===== src/rtl/sat_engine_pkg.sv =====
// Shared types and encodings for the SAT engine clause-array cells.
package sat_engine_pkg;

  localparam int unsigned DefWidthLvl = 16;

  typedef enum logic [2:0] {
    StIdle,
    StEval,
    StImply,
    StConflict,
    StDone
  } state_e;

  typedef enum logic [1:0] {
    StatusNone     = 2'b00,
    StatusImplied  = 2'b01,
    StatusConflict = 2'b10,
    StatusSat      = 2'b11
  } status_e;

  localparam logic [1:0] FreeNone = 2'b00;
  localparam logic [1:0] FreeOne  = 2'b01;
  localparam logic [1:0] FreeMany = 2'b11;

endpackage


===== src/rtl/clause_terminal.sv =====
// Row terminal cell: classifies a clause on request and pulses the implication
// or conflict drive back into the row's literal cells.
module clause_terminal
  import sat_engine_pkg::*;
#(
  parameter int unsigned WIDTH_LVL = DefWidthLvl
) (
  input  logic                 clk,
  input  logic                 rst,
  input  logic                 valid_i,
  input  logic [1:0]           freelitcnt_i,
  input  logic                 clausesat_i,
  input  logic                 cclause_i,
  input  logic [WIDTH_LVL-1:0] max_lvl_i,
  input  logic                 start_i,
  input  logic                 clear_i,
  output logic                 imp_drv_o,
  output logic                 cclause_drv_o,
  output logic [WIDTH_LVL-1:0] max_lvl_o,
  output logic                 busy_o,
  output logic                 done_o,
  output logic [1:0]           status_o,
  output logic                 implied_o
);

  state_e               state_q;
  logic                 snap_valid_q;
  logic [1:0]           snap_free_q;
  logic                 snap_sat_q;
  logic                 snap_cclause_q;
  logic [WIDTH_LVL-1:0] lvl_q;
  logic                 imp_drv_q;
  logic                 cclause_drv_q;
  logic                 done_q;
  logic [1:0]           status_q;
  logic                 implied_q;

  always_ff @(posedge clk or negedge rst) begin
    if (!rst) begin
      state_q        <= StIdle;
      snap_valid_q   <= 1'b0;
      snap_free_q    <= FreeNone;
      snap_sat_q     <= 1'b0;
      snap_cclause_q <= 1'b0;
      lvl_q          <= '0;
      imp_drv_q      <= 1'b0;
      cclause_drv_q  <= 1'b0;
      done_q         <= 1'b0;
      status_q       <= StatusNone;
      implied_q      <= 1'b0;
    end else begin
      // Drives and done are single-cycle pulses unless re-asserted below.
      imp_drv_q     <= 1'b0;
      cclause_drv_q <= 1'b0;
      done_q        <= 1'b0;
      if (clear_i) begin
        state_q   <= StIdle;
        implied_q <= 1'b0;
        status_q  <= StatusNone;
        lvl_q     <= '0;
      end else begin
        case (state_q)
          StIdle: begin
            if (start_i) begin
              state_q        <= StEval;
              snap_valid_q   <= valid_i;
              snap_free_q    <= freelitcnt_i;
              snap_sat_q     <= clausesat_i;
              snap_cclause_q <= cclause_i;
              lvl_q          <= max_lvl_i;
              status_q       <= StatusNone;
            end
          end
          StEval: begin
            if (!snap_valid_q) begin
              state_q  <= StDone;
              done_q   <= 1'b1;
              status_q <= StatusNone;
            end else if (snap_cclause_q) begin
              state_q       <= StConflict;
              cclause_drv_q <= 1'b1;
            end else if (snap_sat_q) begin
              state_q  <= StDone;
              done_q   <= 1'b1;
              status_q <= StatusSat;
            end else if (snap_free_q == FreeNone) begin
              state_q       <= StConflict;
              cclause_drv_q <= 1'b1;
            end else if (snap_free_q == FreeOne && !implied_q) begin
              state_q   <= StImply;
              imp_drv_q <= 1'b1;
            end else begin
              // Two or more free literals, or the unit rule already fired.
              state_q  <= StDone;
              done_q   <= 1'b1;
              status_q <= StatusNone;
            end
          end
          StImply: begin
            state_q   <= StDone;
            done_q    <= 1'b1;
            status_q  <= StatusImplied;
            implied_q <= 1'b1;
          end
          StConflict: begin
            state_q  <= StDone;
            done_q   <= 1'b1;
            status_q <= StatusConflict;
          end
          StDone:  state_q <= StIdle;
          default: state_q <= StIdle;
        endcase
      end
    end
  end

  assign imp_drv_o     = imp_drv_q;
  assign cclause_drv_o = cclause_drv_q;
  assign max_lvl_o     = lvl_q;
  assign busy_o        = (state_q != StIdle);
  assign done_o        = done_q;
  assign status_o      = status_q;
  assign implied_o     = implied_q;

endmodule


===== config.mk =====
export PLATFORM = sky130hd
export DESIGN_NAME = clause_terminal
export DESIGN_NICKNAME = d
export VERILOG_FILES = /design/src/rtl/sat_engine_pkg.sv /design/src/rtl/clause_terminal.sv
export SDC_FILE = /design/constraint.sdc
export NUM_CORES = 1
export LEC_CHECK = 0
export CORE_MARGIN = 4
export CORE_UTILIZATION = 69
export CTS_BUF_LIST = sky130_fd_sc_hd__clkbuf_4
export DETAILED_ROUTE_END_ITERATION = 12
export DONT_BUFFER_PORTS = 1
export PLACE_DENSITY = 0.93
export SYNTH_ARGS = -nofsm -noshare
export SYNTH_HDL_FRONTEND = slang
export SYNTH_SLANG_ARGS = --single-unit

===== constraint.sdc =====
create_clock -name clk -period 4.7 [get_ports clk]
set_clock_uncertainty 0.15 [all_clocks]
set_input_delay 0.94 -clock clk [delete_from_list [all_inputs] [get_ports clk]]
set_output_delay 0.94 -clock clk [all_outputs]
set_load 0.05 [all_outputs]

==> flow_summary.ini, run 1 <==
[worst_setup_path]
setup.worst_path.start = state_q[1]$_DFFE_PN0P_
r2r_cells = 4
path_max_fanout = 7
ff2ff_setup_slack_ps = 2580
cp-start-kind = flip-flop
rr_startpoint = state_q[1]$_DFFE_PN0P_
r2r-end = snap_cclause_q$_DFFE_PN0P_
path_class = flip-flop to primary output
end_kind = primary output
cp.arrival_ps = 1320
required_ps = 3610

[timing]
setup_slack_ps = 2292
worst_slew_pin_slew_ps = 799.3
setup_viol_count_final = 0
finalHoldViolCount = 0
fin_crit_ps = 2408
min_period_over_period = 0.5123
slew_headroom = 0.4666
fmax_mhz = 415.3
rsz0062_at_grt = no
slew_viol_final = 0
fin_setup_tns_ps = 0

[route]
antenna_left = 0
avgRoutedWirePerCell_um = 18.85
via_count = 753
drtIter0Drc = 9
route.detailed.drc = 0
first_pass_iters = 4
via_per_inst = 6.328
drt-total-wl_mm = 2.243

[clock_tree]
ctsHtreeMaxLevel = 2
clk_latency_ps = 320
root_buffer = clkbuf_4
clk_pin_slew_worst_paths_ps = 100
cts_setup_buffers = 0
post_cts_resized = 0
numCtsBuffers = 5
clock_sinks = 30
cts_tree = yes
clockBufferDepth = 2
cts_hold_buf = 0

[logic_synthesis]
syn_inst = 91
ys_seq_area_frac = 0.6141
synth_area_leaders = dfrtp_1 (61%), a22o_1 (11%), mux2_1 (4.6%)
yosys.area.top_type_share = 0.6141
netlist.top_cell.by_area = dfrtp_1
synth.avg_cell_area_sq_um = 13.43
synth.net_count = 116
synth-seq-cells = 30
synth_area_sq_um = 1222
synth.yosys.warnings = 0
synthDistinctLibCells = 25

[floorplanning]
dieWidth_um = 50.09
core_area_sq_um = 1594
rows = 14
ios = 48
die-area_sq_um = 2509
dieHeight_um = 50.09
start_util = 0.7669

[finish]
diodes = 0
fillers = 97
final_cell_mix = dfrtp_1 (30), a22o_1 (16), nor2_1 (9)
layout-drive-gt1-share = 0.1789
finalNetCount = 119
seqCellArea_sq_um = 750.7
area_growth_pct = 6.858
final_common_cell = dfrtp_1
multi_input_area_sq_um = 439.2

[global_routing]
grt_pass1_vias = 838
grt_max_degree = 31
track_usage = 0.2181
grt_overflow = 0
grt_pass1_wl_mm = 4.015
antenna_found_initial = 0

[place]
port_buffers = 0
gp_congestion = 0.9128
pre_cts_ws_ps = 2390
dp_hpwl_mm = 1.674

[power_and_ir_drop]
p_per_area_nw_per_um2 = 686.8
p_leak_uw = 0.0006040
ir_worst_vdd_mv = 0.5047

[flow_run]
max-cap-violations = 0

[outcome]
status = finished, final reports clean

[min_path]
hold_class = input pin to async pin
==> power breakdown <==
part           internal (uW)  total (uW)  switching (uW)  leakage (uW)
clock network            112         199            87.0     0.0000374
registers                319         511             192      0.000397
logic                   82.3         187             105      0.000169
total                    513         897             384      0.000604
==> synth_stat cells, drive strengths merged <==
| cell | n |
|---|---|
| a22o | 16 |
| nor2 | 11 |
| mux2 | 7 |
| inv | 1 |
| and3b | 1 |
| a21oi | 3 |
| a211oi | 1 |
| nand2b | 1 |
| a21boi | 1 |
| nand2 | 4 |
| nor3 | 6 |
| o21ai | 1 |
| dfrtp | 30 |
| nor4 | 1 |
| or4b | 1 |
| o22a | 1 |
| buf | 4 |
| o22ai | 1 |
==> logic make-up after synthesis <==
group / share of synthesized area
buffers and inverters: 0.02661
and+or+nand+nor: 0.1187
muxes: 0.07062
AOI/OAI and AO/OA: 0.1699
DFF: 0.6141
==> critical path, cell delays in order (launching register included) <==
cell and delay (ps):
dfrtp_1 480, nor3_4 270, inv_1 260
==> metal layers <==
metal | vias to the layer above | GRT usage | part of all wire | wire length (um)
li1 | 343 | - | - | -
met3 | 2 | 0.1235 | 0.096 | 216
met2 | 37 | 0.3543 | 0.48 | 1084
met1 | 371 | 0.2385 | 0.41 | 926
met4 | 0 | 0.06912 | 0.0067 | 15
met5 | - | 0 | 0 | 0
==> metrics by stage <==
stage / hold WS [ps] / area (sq um) / total power (uW) / util / std cells
global placement: 366.5 / 1224 / 690.6 / 0.7677 / 111
finish: 153.0 / 1306 / 897.1 / 0.8195 / 119
detailed placement: 390.0 / 1224 / 703.0 / 0.7677 / 111
global route: 100.2 / 1306 / 953.4 / 0.8195 / 119
floorplan: 346.8 / 1222 / 671.0 / - / 91
CTS: 142.8 / 1306 / 902.7 / 0.8195 / 119
==> area by class of cell <==
class | instances | area share
multi-input cells | 56 | 0.3362
flip-flops and latches | 30 | 0.5747
well taps | 24 | 0.02299
clock inverters | 3 | 0.03448
clock buffers | 5 | 0.02874
inverters | 1 | 0.002874
==> worst max path at each step <==
stage               cells after the start                          to  slack, ps
floorplan                               5     status_o[0]$_DFFE_PN0P_       2590
global placement                        3    snap_valid_q$_DFFE_PN0P_       2440
detailed placement                      3  snap_cclause_q$_DFFE_PN0P_       2390
CTS                                     2                      busy_o       2280
global route                            2                      busy_o       2200
finish                                  2                      busy_o       2290
==> state kept, by name, summed over array words and instances (netlist names) <==
name            count
status_o            2
max_lvl_o          16
snap_sat_q          1
imp_drv_o           1
implied_o           1
state_q             3
cclause_drv_o       1
snap_valid_q        1
snap_cclause_q      1
snap_free_q         2
done_o              1
No activity file was read; power rests on OpenSTA's default activity.
==> run 2, diff against run 1 <==
--- a/config.mk
+++ b/config.mk
@@ -6,11 +6,11 @@
 export NUM_CORES = 1
 export LEC_CHECK = 0
 export CORE_MARGIN = 4
-export CORE_UTILIZATION = 69
+export CORE_UTILIZATION = 64
 export CTS_BUF_LIST = sky130_fd_sc_hd__clkbuf_4
 export DETAILED_ROUTE_END_ITERATION = 12
 export DONT_BUFFER_PORTS = 1
-export PLACE_DENSITY = 0.93
+export PLACE_DENSITY = 0.88
 export SYNTH_ARGS = -nofsm -noshare
 export SYNTH_HDL_FRONTEND = slang
 export SYNTH_SLANG_ARGS = --single-unit
==> constraint.sdc (replaced) <==
create_clock -name clk -period 2.3 [get_ports clk]
set_clock_uncertainty 0.15 [all_clocks]
set_input_delay 0.46 -clock clk [delete_from_list [all_inputs] [get_ports clk]]
set_output_delay 0.46 -clock clk [all_outputs]
set_load 0.05 [all_outputs]
==> flow_summary.ini, run 2 (same netlist as run 1, synthesis figures left out) <==
[outcome]
status = finished, final reports clean

[power_and_ir_drop]
p_leak_uw = 0.0006295
power_frac_seq = 0.567
p_int_uw = 1051
ir_worst_vdd_mv = 0.7997
p_sw_uw = 772.7
pwr-share-comb = 0.226
p_per_area_nw_per_um2 = 1360
swShare = 0.4237
power_frac_clock = 0.207

[route]
route.detailed.drc = 0
via_count = 788
first_pass_iters = 4
avgRoutedWirePerCell_um = 18.02
via_per_inst = 6.407
antenna_left = 0
drt-total-wl_mm = 2.216
drtIter0Drc = 17

[timing]
setup_viol_count_final = 0
slew_viol_final = 0
min_period_over_period = 0.8398
fin_crit_ps = 1931
fin_setup_tns_ps = 0
fmax_mhz = 517.7
slew_headroom = 0.5637
rsz0062_at_grt = no
worst_slew_pin_slew_ps = 654.5
finalHoldViolCount = 0

[finish]
final_cell_mix = dfrtp_1 (30), a22o_1 (16), nor2_1 (9)
layout-drive-gt1-share = 0.1837
seqCellArea_sq_um = 750.7
finalNetCount = 123
finalNonFillerCells = 123
final_common_cell = dfrtp_1
diodes = 0
largest_reg_flops = 16
area_growth_pct = 9.724
fillers = 125
multi_input_area_sq_um = 439.2

[floorplanning]
die-area_sq_um = 2673
rows = 15
core_area_sq_um = 1764
dieWidth_um = 51.71
dieHeight_um = 51.71
ios = 48
start_util = 0.6929

[worst_setup_path]
end_kind = primary output
r2r-end = max_lvl_o[4]$_DFFE_PN0P_
required_ps = 1690
path_max_fanout = 7
cp-start-kind = flip-flop
rr_startpoint = state_q[1]$_DFFE_PN0P_
max_stage_delay_ps = 470
r2r_cells = 5
ff2ff_setup_slack_ps = 480
cp.arrival_ps = 1320
worstPathCellList = nor3_4 -> inv_1
path_class = flip-flop to primary output
crit_slowest_cell = dfrtp_1

[global_routing]
grt_pass1_wl_mm = 3.746
grt_pass1_vias = 788
grt_overflow = 0
grt_util_met3 = 0.08883
track_usage = 0.1959
antenna_found_initial = 0
busiest_layer = met2
met2_usage = 0.2733
met1_usage = 0.2591
grt_max_degree = 31

[min_path]
min_path_cells = 1
min_to = implied_o$_DFFE_PN0P_
hold_class = input pin to flip-flop
worstHoldStart = clear_i

[place]
dp_hpwl_mm = 1.663
port_buffers = 0
placed_cells = 114
gp_congestion = 0.7848

[flow_run]
max-cap-violations = 0

[clock_tree]
numCtsBuffers = 5
clk_pin_slew_worst_paths_ps = 80
root_buffer = clkbuf_4
cts_tree = yes
ctsHtreeMaxLevel = 2
clock_sinks = 30
clockBufferDepth = 2
post_cts_resized = 0
clk_latency_ps = 310
[run 2: worst max-delay path by stage]
stage | start | endpoint | slack [ps] | depth (start not counted)
global route | state_q[1]$_DFFE_PN0P_ | busy_o | 300 | 2
finish | state_q[1]$_DFFE_PN0P_ | busy_o | 370 | 2
global placement | state_q[1]$_DFFE_PN0P_ | snap_cclause_q$_DFFE_PN0P_ | 570 | 4
CTS | state_q[1]$_DFFE_PN0P_ | busy_o | 360 | 2
floorplan | implied_o$_DFFE_PN0P_ | status_o[0]$_DFFE_PN0P_ | 490 | 4
detailed placement | state_q[1]$_DFFE_PN0P_ | max_lvl_o[4]$_DFFE_PN0P_ | 510 | 5
[run 2: worst max-delay path: cells and delay by family (launching register included)]
| kind | cells | cell delay, ps |
|---|---|---|
| DFF | 1 | 470 |
| buffers and inverters | 1 | 270 |
| and+or+nand+nor | 1 | 260 |
[run 2: power by group through the flow]
stage / combinational [uW] / clock (uW) / sequential [uW]
floorplan: 357 / 0 / 1010
global placement: 386 / 0 / 1030
detailed placement: 398 / 0 / 1040
CTS: 416 / 388 / 1030
global route: 457 / 415 / 1060
finish: 412 / 378 / 1030
[run 2: layer usage]
| metal | part of all wire | vias to the layer above |
|---|---|---|
| li1 | - | 346 |
| met1 | 0.39 | 386 |
| met2 | 0.49 | 50 |
| met3 | 0.11 | 6 |
| met4 | 0.014 | 0 |
| met5 | 0 | - |
[run 2: stage by stage]
stage               instance area (sq um)  hold slack [ps]  total power (uW)    util  setup WS (ps)
finish                               1341            55.08              1824  0.7603          368.6
global route                         1341            30.18              1928  0.7603          299.6
CTS                                  1341            43.87              1837  0.7603          359.2
detailed placement                   1240            15.23              1442  0.7028          505.6
global placement                     1240            15.19              1421  0.7028          568.3
floorplan                            1222            14.41              1371       -          489.2
[run 2: layout make-up]
type                            count  share of cell area
Inverter                            1            0.002798
Timing Repair Buffer                4             0.03358
Clock inverter                      2             0.02519
Tap cell                           25             0.02332
Clock buffer                        5             0.02798
Multi-Input combinational cell     56              0.3274
Sequential cell                    30              0.5597
[run 2: timing repair]
item,CTS,global route
hold buffers,2,0
buffers inserted,0,0
hold endpoints to repair,30,0
setup endpoints to repair,0,0
